--- config.mk ---
export PLATFORM = sky130hd
export DESIGN_NAME = hci_core_id_arbiter
export DESIGN_NICKNAME = d
export VERILOG_FILES = /design/src/rtl/hci_core_id_arbiter_pkg.sv /design/src/rtl/hci_core_id_arbiter_rr.sv /design/src/rtl/hci_core_id_arbiter.sv
export SDC_FILE = /design/constraint.sdc
export NUM_CORES = 1
export LEC_CHECK = 0
export CORE_AREA = 5 5 166 168
export CTS_CLUSTER_DIAMETER = 100
export DETAILED_ROUTE_END_ITERATION = 6
export DIE_AREA = 0 0 171 173
export PLACE_DENSITY = 0.62
export SETUP_SLACK_MARGIN = 0.1
export SLEW_MARGIN = 20
export SYNTH_ARGS = -nofsm -noshare
export SYNTH_HDL_FRONTEND = slang
export SYNTH_SLANG_ARGS = --single-unit
--- constraint.sdc ---
create_clock -name clk_i -period 3.65 [get_ports clk_i]
set_input_delay 0.365 -clock clk_i [delete_from_list [all_inputs] [get_ports clk_i]]
set_output_delay 0.365 -clock clk_i [all_outputs]
set_load 0.02 [all_outputs]
--- src/rtl/hci_core_id_arbiter_pkg.sv ---
// rtl/hci_core_id_arbiter_pkg.sv - shared types for the HCI core id arbiter
//
// Purpose: FSM state encoding and shared constants for hci_core_id_arbiter.
// Ports:   none (package).
package hci_core_id_arbiter_pkg;

    // ARB: free arbitration every cycle. LOCK: hold a stalled winner until granted.
    typedef enum logic {
        ARB  = 1'b0,
        LOCK = 1'b1
    } hci_id_arb_state_e;

    // Width of each per-initiator stall counter (optional perf feature).
    localparam int unsigned PERF_CW = 16;

endpackage

--- src/rtl/hci_core_id_arbiter_rr.sv ---
// rtl/hci_core_id_arbiter_rr.sv - NI-bit round-robin picker
//
// Purpose: returns the first eligible index at or after rr_ptr_i, wrapping
//          from NI-1 back to 0.
// Ports:
//   elig_i    in   NI   eligible initiators
//   rr_ptr_i  in   IW   highest-priority index this cycle
//   winner_o  out  IW   selected index (0 when none)
//   valid_o   out  1    at least one initiator eligible
module hci_core_id_arbiter_rr #(
    parameter  int unsigned NI = 4,
    localparam int unsigned IW = $clog2(NI)
) (
    input  logic [NI-1:0] elig_i,
    input  logic [IW-1:0] rr_ptr_i,
    output logic [IW-1:0] winner_o,
    output logic          valid_o
);

    int unsigned idx;

    always_comb begin
        winner_o = '0;
        valid_o  = 1'b0;
        idx      = 0;
        for (int unsigned j = 0; j < NI; j++) begin
            idx = int'(rr_ptr_i) + j;
            if (idx >= NI) begin
                idx = idx - NI;
            end
            if (!valid_o && elig_i[IW'(idx)]) begin
                valid_o  = 1'b1;
                winner_o = IW'(idx);
            end
        end
    end

endmodule

--- src/rtl/hci_core_id_arbiter.sv ---
// rtl/hci_core_id_arbiter.sv - round-robin id-stamping arbiter for one HCI target port
//
// Purpose: shares one HCI core target port among NI initiators, stamps each
//          request with the initiator index, routes responses back by r_id and
//          bounds in-flight transactions per initiator to MAX_OUTST.
// Optional: HCI_ID_ARBITER_PERF_EN adds perf_stall_o (per-initiator 16-bit
//          saturating count of cycles requesting but not granted).
// Ports:
//   clk_i, rst_ni (async active-low), clear_i (sync flush)
//   in_req_i/in_gnt_o, in_add_i/in_wen_i/in_data_i/in_be_i   initiator requests
//   in_r_valid_o/in_r_ready_i/in_r_data_o                   initiator responses
//   out_req_o/out_gnt_i, out_add_o/out_wen_o/out_data_o/out_be_o/out_id_o  target request
//   out_r_valid_i/out_r_id_i/out_r_data_i/out_r_ready_o     target response
//   error_o  sticky protocol error
//   perf_stall_o  [NI*16] stall counters (only with HCI_ID_ARBITER_PERF_EN)
module hci_core_id_arbiter
    import hci_core_id_arbiter_pkg::*;
#(
    parameter  int unsigned NI        = 4,
    parameter  int unsigned AW        = 32,
    parameter  int unsigned DW        = 32,
    parameter  int unsigned MAX_OUTST = 2,
    localparam int unsigned IW        = $clog2(NI),
    localparam int unsigned BW        = DW / 8
) (
    input  logic                   clk_i,
    input  logic                   rst_ni,
    input  logic                   clear_i,
    input  logic [NI-1:0]          in_req_i,
    output logic [NI-1:0]          in_gnt_o,
    input  logic [NI-1:0][AW-1:0]  in_add_i,
    input  logic [NI-1:0]          in_wen_i,
    input  logic [NI-1:0][DW-1:0]  in_data_i,
    input  logic [NI-1:0][BW-1:0]  in_be_i,
    output logic [NI-1:0]          in_r_valid_o,
    input  logic [NI-1:0]          in_r_ready_i,
    output logic [DW-1:0]          in_r_data_o,
    output logic                   out_req_o,
    input  logic                   out_gnt_i,
    output logic [AW-1:0]          out_add_o,
    output logic                   out_wen_o,
    output logic [DW-1:0]          out_data_o,
    output logic [BW-1:0]          out_be_o,
    output logic [IW-1:0]          out_id_o,
    input  logic                   out_r_valid_i,
    input  logic [IW-1:0]          out_r_id_i,
    input  logic [DW-1:0]          out_r_data_i,
    output logic                   out_r_ready_o,
    output logic                   error_o
`ifdef HCI_ID_ARBITER_PERF_EN
    ,
    output logic [NI*PERF_CW-1:0]  perf_stall_o
`endif
);

    localparam int unsigned      CW       = $clog2(MAX_OUTST + 1);
    localparam logic [CW-1:0]    CNT_MAX  = CW'(MAX_OUTST);
    localparam logic [IW-1:0]    LAST_IDX = IW'(NI - 1);

    hci_id_arb_state_e        state_q, state_d;
    logic [IW-1:0]            lock_q, lock_d;
    logic [IW-1:0]            rr_ptr_q, rr_ptr_d;
    logic [IW-1:0]            rr_winner;
    logic                     rr_valid;
    logic [IW-1:0]            sel;
    logic                     req_act;
    logic                     fire;
    logic                     lock_drop;
    logic [NI-1:0]            elig;
    logic [NI-1:0][CW-1:0]    cnt_q, cnt_d;
    logic                     error_q;
    logic                     rsp_hit, rsp_ready, rsp_cnt_zero, rsp_bad;

    // A full initiator is only masked from fresh arbitration; a locked
    // winner is never full because entering LOCK required eligibility.
    always_comb begin
        for (int unsigned i = 0; i < NI; i++) begin
            elig[i] = in_req_i[i] & (cnt_q[i] < CNT_MAX);
        end
    end

    hci_core_id_arbiter_rr #(
        .NI (NI)
    ) i_rr (
        .elig_i   (elig),
        .rr_ptr_i (rr_ptr_q),
        .winner_o (rr_winner),
        .valid_o  (rr_valid)
    );

    always_comb begin
        state_d   = state_q;
        lock_d    = lock_q;
        sel       = rr_winner;
        req_act   = rr_valid;
        lock_drop = 1'b0;
        case (state_q)
            ARB: begin
                if (rr_valid && !out_gnt_i) begin
                    state_d = LOCK;
                    lock_d  = rr_winner;
                end
            end
            LOCK: begin
                sel     = lock_q;
                // Once the locked initiator withdraws, stop presenting its request.
                req_act = in_req_i[lock_q];
                if (!in_req_i[lock_q]) begin
                    lock_drop = 1'b1;
                    state_d   = ARB;
                end else if (out_gnt_i) begin
                    state_d = ARB;
                end
            end
            default: state_d = ARB;
        endcase
    end

    assign fire     = req_act & out_gnt_i;
    assign rr_ptr_d = fire ? ((sel == LAST_IDX) ? '0 : sel + 1'b1) : rr_ptr_q;

    always_comb begin
        for (int unsigned i = 0; i < NI; i++) begin
            in_gnt_o[i] = fire & (sel == IW'(i));
        end
    end

    // Fields are zeroed when idle so the target sees a quiet bus.
    assign out_req_o  = req_act;
    assign out_add_o  = req_act ? in_add_i[sel]  : '0;
    assign out_wen_o  = req_act ? in_wen_i[sel]  : 1'b0;
    assign out_data_o = req_act ? in_data_i[sel] : '0;
    assign out_be_o   = req_act ? in_be_i[sel]   : '0;
    assign out_id_o   = req_act ? sel            : '0;

    // Response decode: an out-of-range id or an id with nothing in flight
    // is swallowed (ready forced high) and flagged.
    always_comb begin
        rsp_hit      = 1'b0;
        rsp_ready    = 1'b0;
        rsp_cnt_zero = 1'b1;
        for (int unsigned k = 0; k < NI; k++) begin
            if (out_r_id_i == IW'(k)) begin
                rsp_hit      = 1'b1;
                rsp_ready    = in_r_ready_i[k];
                rsp_cnt_zero = (cnt_q[k] == '0);
            end
        end
        rsp_bad = out_r_valid_i & (~rsp_hit | rsp_cnt_zero);
    end

    assign out_r_ready_o = rsp_bad ? 1'b1 : rsp_ready;
    assign in_r_data_o   = out_r_data_i;

    always_comb begin
        for (int unsigned k = 0; k < NI; k++) begin
            in_r_valid_o[k] = out_r_valid_i & ~rsp_bad & (out_r_id_i == IW'(k));
        end
    end

    always_comb begin
        for (int unsigned i = 0; i < NI; i++) begin
            cnt_d[i] = cnt_q[i];
            if (in_gnt_o[i] && !(in_r_valid_o[i] && in_r_ready_i[i])) begin
                cnt_d[i] = cnt_q[i] + 1'b1;
            end else if (!in_gnt_o[i] && (in_r_valid_o[i] && in_r_ready_i[i])) begin
                cnt_d[i] = cnt_q[i] - 1'b1;
            end
        end
    end

    always_ff @(posedge clk_i or negedge rst_ni) begin
        if (!rst_ni) begin
            state_q  <= ARB;
            lock_q   <= '0;
            rr_ptr_q <= '0;
            cnt_q    <= '0;
            error_q  <= 1'b0;
        end else if (clear_i) begin
            state_q  <= ARB;
            lock_q   <= '0;
            rr_ptr_q <= '0;
            cnt_q    <= '0;
            error_q  <= 1'b0;
        end else begin
            state_q  <= state_d;
            lock_q   <= lock_d;
            rr_ptr_q <= rr_ptr_d;
            cnt_q    <= cnt_d;
            if (rsp_bad || lock_drop) begin
                error_q <= 1'b1;
            end
        end
    end

    assign error_o = error_q;

`ifdef HCI_ID_ARBITER_PERF_EN
    logic [NI-1:0][PERF_CW-1:0] stall_q;

    always_ff @(posedge clk_i or negedge rst_ni) begin
        if (!rst_ni) begin
            stall_q <= '0;
        end else if (clear_i) begin
            stall_q <= '0;
        end else begin
            for (int unsigned i = 0; i < NI; i++) begin
                if (in_req_i[i] && !in_gnt_o[i] && (stall_q[i] != '1)) begin
                    stall_q[i] <= stall_q[i] + 1'b1;
                end
            end
        end
    end

    assign perf_stall_o = stall_q;
`else
    // Stall counters are not built in this configuration.
`endif

endmodule

# Word-level counts from Yosys, hierarchy flattened
# Cells that the tools add are included.
[op_classes] bitwise=19 magnitude_cmp=14 reduce_logical=43 n_eq_ne=7 mux=74 n_addsub=16
[op_table] cell="$bmux W32 S2" n=2
[op_table] cell="$mux W32" n=4
[op_table] cell="$mux W2" n=24
[op_table] cell="$mux W1" n=33
[op_table] cell="$lt A2 B3 Y1 const B" n=6
[op_table] cell="$logic_and A1 B1 Y1" n=16
[op_table] cell="$sub A2 B1 Y2 const B" n=8
[op_table] cell="$and A1 B1 Y1" n=15
[op_table] cell="$bmux W1 S2" n=6
[op_table] cell="$logic_not A1 Y1" n=12
[op_table] cell="$logic_not A2 Y1" n=6
[op_table] cell="$reduce_bool A3 Y1" n=4
[op_table] cell="$add A2 B1 Y2 const B" n=5
[op_table] cell="$ge A3 B3 Y1 const B" n=3
[op_table] cell="$bmux W4 S2" n=1
[op_table] cell="$eq A2 B2 Y1 const B" n=4
[op_table] cell="$lt A2 B2 Y1 const B" n=4
[op_table] cell="$mux W4" n=2
[op_table] cell="$mux W8" n=1
[op_table] cell="$add A2 B2 Y3 const B" n=2
[op_table] cell="$reduce_bool A2 Y1" n=3
[op_table] cell="$eq A2 B1 Y1 const B" n=2
[op_table] cell="$add A2 B1 Y3 const B" n=1
[op_table] cell="$ge A2 B3 Y1 const B" n=1
[op_table] cell="other kinds (6)" n=8
[totals] wordCells=181 regBits=14 out_inout_bits=114 input_bits=323

# Depth between registers and ports, before layout
[logic_depth] ltp_word=22 depth_mapped=12 ltp_nobuf=9

# By module
# From an unflattened synthesis, not the netlist that was laid out.
[hier_totals] cells_unflattened=332 hier_area_um2=3459.6
[by_module_without_submodules] mod="hci_core_id_arbiter" seq_area_each_um2=350.3 n_inst=1 area_per_inst_um2=3382.0 cells_each=317
[by_module_without_submodules] mod="hci_core_id_arbiter_rr" seq_area_each_um2=0.0 n_inst=1 area_per_inst_um2=77.6 cells_each=15

# Worst setup path before layout
# OpenSTA, ideal clock, no wires.
[synth_timing] path_type="register -> register" start="register rr_ptr_q[1]" end="register cnt_q[7] (netlist name)" path_slack_ns=1.074 stages_incl_launch_ff=13 setup_ns=0.125 synth_period_minus_slack_ns=2.576 t_arrival_ns=2.451 path_cell_list="dfrtp_1 -> buf_6 -> or3b_4 -> nand2b_1 -> o31a_1 -> buf_2 -> buf_6 -> buf_2 -> inv_1 -> ha_1 -> nand2_1 -> mux2i_1 -> mux2_2"
[synth_via] elab_chain_cells=20 elab_cells_between_ends=48 classes_between="add/sub (7); order compare (4); eq/ne (1); mux (24); bitwise (2); reduce/logical (10)"
[synth_lines] item="start: declaration" line="hci_core_id_arbiter.sv:62" source="logic [IW-1:0] rr_ptr_q, rr_ptr_d;"
[synth_lines] item="start signal: assignment" line="hci_core_id_arbiter.sv:188" source="rr_ptr_q <= rr_ptr_d;"
[synth_lines] item="branches (longest 16 deep; another with $add A2 B1 Y3)"
[synth_lines] item="$and A1 B1 Y1 *" line="hci_core_id_arbiter.sv:124" source="in_gnt_o[i] = fire & (sel == IW'(i));"
[synth_lines] item="$logic_and A1 B1 Y1 or $logic_not A1 Y1 (tied branches)" line="hci_core_id_arbiter.sv:164, hci_core_id_arbiter.sv:166"
[synth_lines] item="$mux W2 or $logic_and A1 B1 Y1 (tied branches)" line="hci_core_id_arbiter.sv:164, hci_core_id_arbiter.sv:166"
[synth_lines] item="$mux W8 or $reduce_bool A3 Y1 (tied branches)"
[synth_lines] item="end signal: assignment" line="hci_core_id_arbiter.sv:189" source="cnt_q <= cnt_d;"
[synth_lines] item="end: declaration" line="hci_core_id_arbiter.sv:70" source="logic [NI-1:0][CW-1:0] cnt_q, cnt_d;"
# Mark *: on every way between the ends. The select of a mux whose other input is x is not followed.
# A chain may end at the register's enable or synchronous reset.

# Worst setup path in the final report
[layout_timing] start="input port in_req_i[1]" end="output port out_data_o[31]"
[layout_via] elab_chain_cells=17 elab_cells_between_ends=30 classes_between="mux (23); bitwise (1); reduce/logical (6)"
[layout_lines] item="start: declaration" line="hci_core_id_arbiter.sv:29" source="input logic [NI-1:0] in_req_i,"
[layout_lines] item="$and A1 B1 Y1" line="hci_core_id_arbiter.sv:78" source="elig[i] = in_req_i[i] & (cnt_q[i] < CNT_MAX);"
[layout_lines] item="$bmux W1 S2" line="hci_core_id_arbiter_rr.sv:31" source="if (!valid_o && elig_i[IW'(idx)]) begin"
[layout_lines] item="$mux W1 (implied by the code)" line="hci_core_id_arbiter_rr.sv:31"
[layout_lines] item="$mux W1" line="hci_core_id_arbiter_rr.sv:31"
[layout_lines] item="$logic_not A1 Y1" line="hci_core_id_arbiter_rr.sv:31"
[layout_lines] item="$logic_and A1 B1 Y1" line="hci_core_id_arbiter_rr.sv:31"
[layout_lines] item="$mux W1" line="hci_core_id_arbiter_rr.sv:31"
[layout_lines] item="$logic_not A1 Y1" line="hci_core_id_arbiter_rr.sv:31"
[layout_lines] item="$logic_and A1 B1 Y1" line="hci_core_id_arbiter_rr.sv:31"
[layout_lines] item="$mux W1" line="hci_core_id_arbiter_rr.sv:31"
[layout_lines] item="$logic_not A1 Y1" line="hci_core_id_arbiter_rr.sv:31"
[layout_lines] item="$logic_and A1 B1 Y1" line="hci_core_id_arbiter_rr.sv:31"
[layout_lines] item="$mux W2" line="hci_core_id_arbiter_rr.sv:31"
[layout_lines] item="$mux W2" line="hci_core_id_arbiter.sv:97" source="case (state_q)"
[layout_lines] item="$bmux W32 S2" line="hci_core_id_arbiter.sv:132" source="assign out_data_o = req_act ? in_data_i[sel] : '0;"
[layout_lines] item="$mux W32 (implied by the code)" line="hci_core_id_arbiter.sv:132"
[layout_lines] item="$mux W32 *" line="hci_core_id_arbiter.sv:132"
[layout_lines] item="end: declaration" line="hci_core_id_arbiter.sv:42" source="output logic [DW-1:0] out_data_o,"
# Every way passes the cells marked *; elsewhere a longest branch is shown, timed or not. The select of a mux whose other input is x is not followed.

==> flow_summary.toml <==
[run_status]
status = "complete, no violations"

[worst_setup_path]
crit_fanout = 30
path_cells = "clkdlybuf4s50_1 > or3b_4 > a31oi_4 > a31oi_4 > buf_12 > buf_4 > mux2i_1 > a211oi_2 > clkdlybuf4s50_1"
critPathLaunchType = "input port"
cp_data_required_time_ps = 3280
critical_path_class = "in -> out"
cp.arrival_ps = 3090
worstSetupEndpointType = "output pin"
cp_slowest_cell = "clkdlybuf4s50_1"
slowest_delay_ps = 680

[sta]
hold_slack_ps = 530
min_period_ps = 3450
max_freq_mhz = 290
finalSetupTns_ps = 0
finalSetupViolCount = 0
skew_ps = 2.21
hold_violations = 0
fin_crit_sh_pct = 94.6
worst_slew_pin_slew_ps = 664
rsz0062_at_grt = "false"
fin_ws_ps = 197
slew_violations = 0
slew-limit-headroom_pct = 55.6

[die]
die_h_um = 173
io_pins = 437
core_area_mm2 = 0.0258
num_rows = 59
dieArea_mm2 = 0.0296
die_w_um = 171
initial_utilization_pct = 18.5

[detailed_routing]
drt-initial-drc-count = 239
antenna_left = 0
drt_first_pass_iters = 4
wl_mm = 20.4
vias = 5125
wire_per_inst_um = 17.5
post-route-drc-count = 0
vias_per_cell = 4.41

[power]
vdd_drop_max_uv = 131
p_leak_uw = 0.00379
powerDensity_mw_per_mm2 = 284

[grt]
grtUsageMet1_pct = 15.0
track_usage_pct = 12.2
grt_use_met3_pct = 2.69
grt_max_degree = 40
grt-ovfl-total = 0
grt_use_met2_pct = 22.5
first_global_vias = 5146
grt_busiest_layer = "met2"
grt_pass1_wl_mm = 29.8
grt_antenna_before_repair = 0

[clocking]
root_buffer = "clkbuf_16"
cts_num_sinks = 14
cts_buffer_depth = 2
numCtsBuffers = 3
htree_levels = 1
insertion_delay_ps = 240
cts_tree = "yes"
clkSlewWorstSetupHoldPaths_ps = 50

[logic_synthesis]
synth_seq_cells = 14
yosys_warnings = 0
syn_avg_cell_area_um2 = 9.46
ys_seq_area_share_pct = 7.34
synth.distinct_cells = 53
syn_inst = 505
synthesis.area_mm2 = 0.00478
syn-num-nets = 830

[place]
preCtsSetupSlack_ps = 131
gp_congestion = 0.791
postPlaceCellArea_mm2 = 0.00860
place_hpwl_mm = 17.0
port_buffers = 372

[final_layout]
syn2layout_area_growth_pct = 84.8
nets = 1154
drive_gt1_share_pct = 22.7
final_cell_mix = "clkdlybuf4s50_1, a211oi_2, mux2i_1, nor2b_1, dlymetal6s2s_1"
layout_commonest_cell = "clkdlybuf4s50_1"
fillers = 2658
post-route-util_pct = 34.2
fin_area_mm2 = 0.00882
num_antenna_cells = 0

[hold_path]
hold_class = "in -> async"

[job]
maxCapViolations = 0
repair_timing:
item                       4_1_cts  5_1_grt
hold buffers                     0        0
buffers inserted                 0        0
resized for setup                0       52
setup endpoints to repair        0       52
hold endpoints to repair         0        0
final cells by class:
class                      count  area [um2]  area share, %
inverter                       8        30.0          0.340
multi-input combinational    398        3690           41.9
tap                          335         419           4.75
clock buffer                   4        88.8           1.01
timing repair buffer         404        4240           48.1
sequential                    14         350           3.97
worst paths after layout:
| path | startpoint | to | slack (ps) | cells after the start |
|---|---|---|---|---|
| worst max-delay path | in_req_i[1] | out_data_o[31] | 200 | 9 |
| worst min-delay path | rst_ni | cnt_q[0] | 530 | 1 |
| worst max register to register | rr_ptr_q[1] | cnt_q[7] | 900 | 10 |
| worst min register to register | error_o | error_o | 610 | 2 |
| max in group asynchronous | rst_ni | error_o | 2700 | 1 |
| min in group clk_i | error_o | error_o | 610 | 2 |
metrics by stage:
step,total power [uW],std cells
after CTS,2570,1163
after detailed placement,2320,1159
after global placement,2310,1159
after floorplan,1470,505
final,2500,1163
after global routing,2650,1163
cell families after synthesis:
family                   after synthesis  share of synthesized area, %
XOR/XNOR                               5                         0.917
AO/OA/AOI/OAI                        170                          41.3
AND/OR/NAND/NOR                      144                          17.8
flip-flops                            14                          7.34
multiplexers                          77                          16.5
buffers and inverters                 93                          15.6
adder cells (fa/ha/maj)                2                         0.524
registers in the layout, summed over array words and instances, names as in the netlist:
name and cells:
cnt_q 8, error_o 1, lock_q 2, rr_ptr_q 2, state_q 1
per-layer routing:
metal	wire length (um)	up-vias
met1	8310	2378
met2	10200	217
met5	0	-
met4	112	0
li1	-	2522
met3	1750	8
synthesized netlist by cell type, drive strengths merged:
library cell / count / area share [%]
a211o: 1 / 0.18
xnor2: 5 / 0.92
a21oi: 4 / 0.42
a2111oi: 1 / 0.18
a211oi: 139 / 36
and2: 3 / 0.39
o21ai: 7 / 0.73
o31a: 2 / 0.37
a31o: 3 / 0.55
nand3: 3 / 0.31
ha: 2 / 0.52
o31ai: 1 / 0.16
and4b: 1 / 0.21
nand3b: 4 / 0.89
nor3: 4 / 0.42
o22ai: 1 / 0.13
mux2: 3 / 0.71
nor2b: 73 / 9.6
mux2i: 73 / 15
clkbuf: 11 / 0.86
a21boi: 1 / 0.16
and2b: 1 / 0.16
nor3b: 2 / 0.31
o21a: 1 / 0.16
nor4b: 1 / 0.50
nand4: 1 / 0.13
inv: 8 / 0.63
mux4: 1 / 0.47
and3b: 1 / 0.18
o2111a: 1 / 0.24
o41ai: 1 / 0.18
nor2: 22 / 1.7
o311ai: 1 / 0.34
or3: 1 / 0.13
or3b: 3 / 0.60
and3: 1 / 0.13
buf: 74 / 14
a31oi: 6 / 1.4
nand2: 16 / 1.3
nand2b: 7 / 0.92
dfrtp: 14 / 7.3
critical path: cells and delay by family:
| family | cells | cell delay (ps) |
|---|---|---|
| multiplexers | 1 | 130 |
| buffers and inverters | 4 | 1570 |
| AND/OR/NAND/NOR | 1 | 410 |
| AO/OA/AOI/OAI | 3 | 580 |
report_power, final:
group          switching (uW)  internal (uW)  total, uW
clock                    67.6            166        234
sequential               23.0            168        191
combinational            1010           1070       2080
total                    1100           1410       2500
No activity file was read; power rests on OpenSTA's default activity.
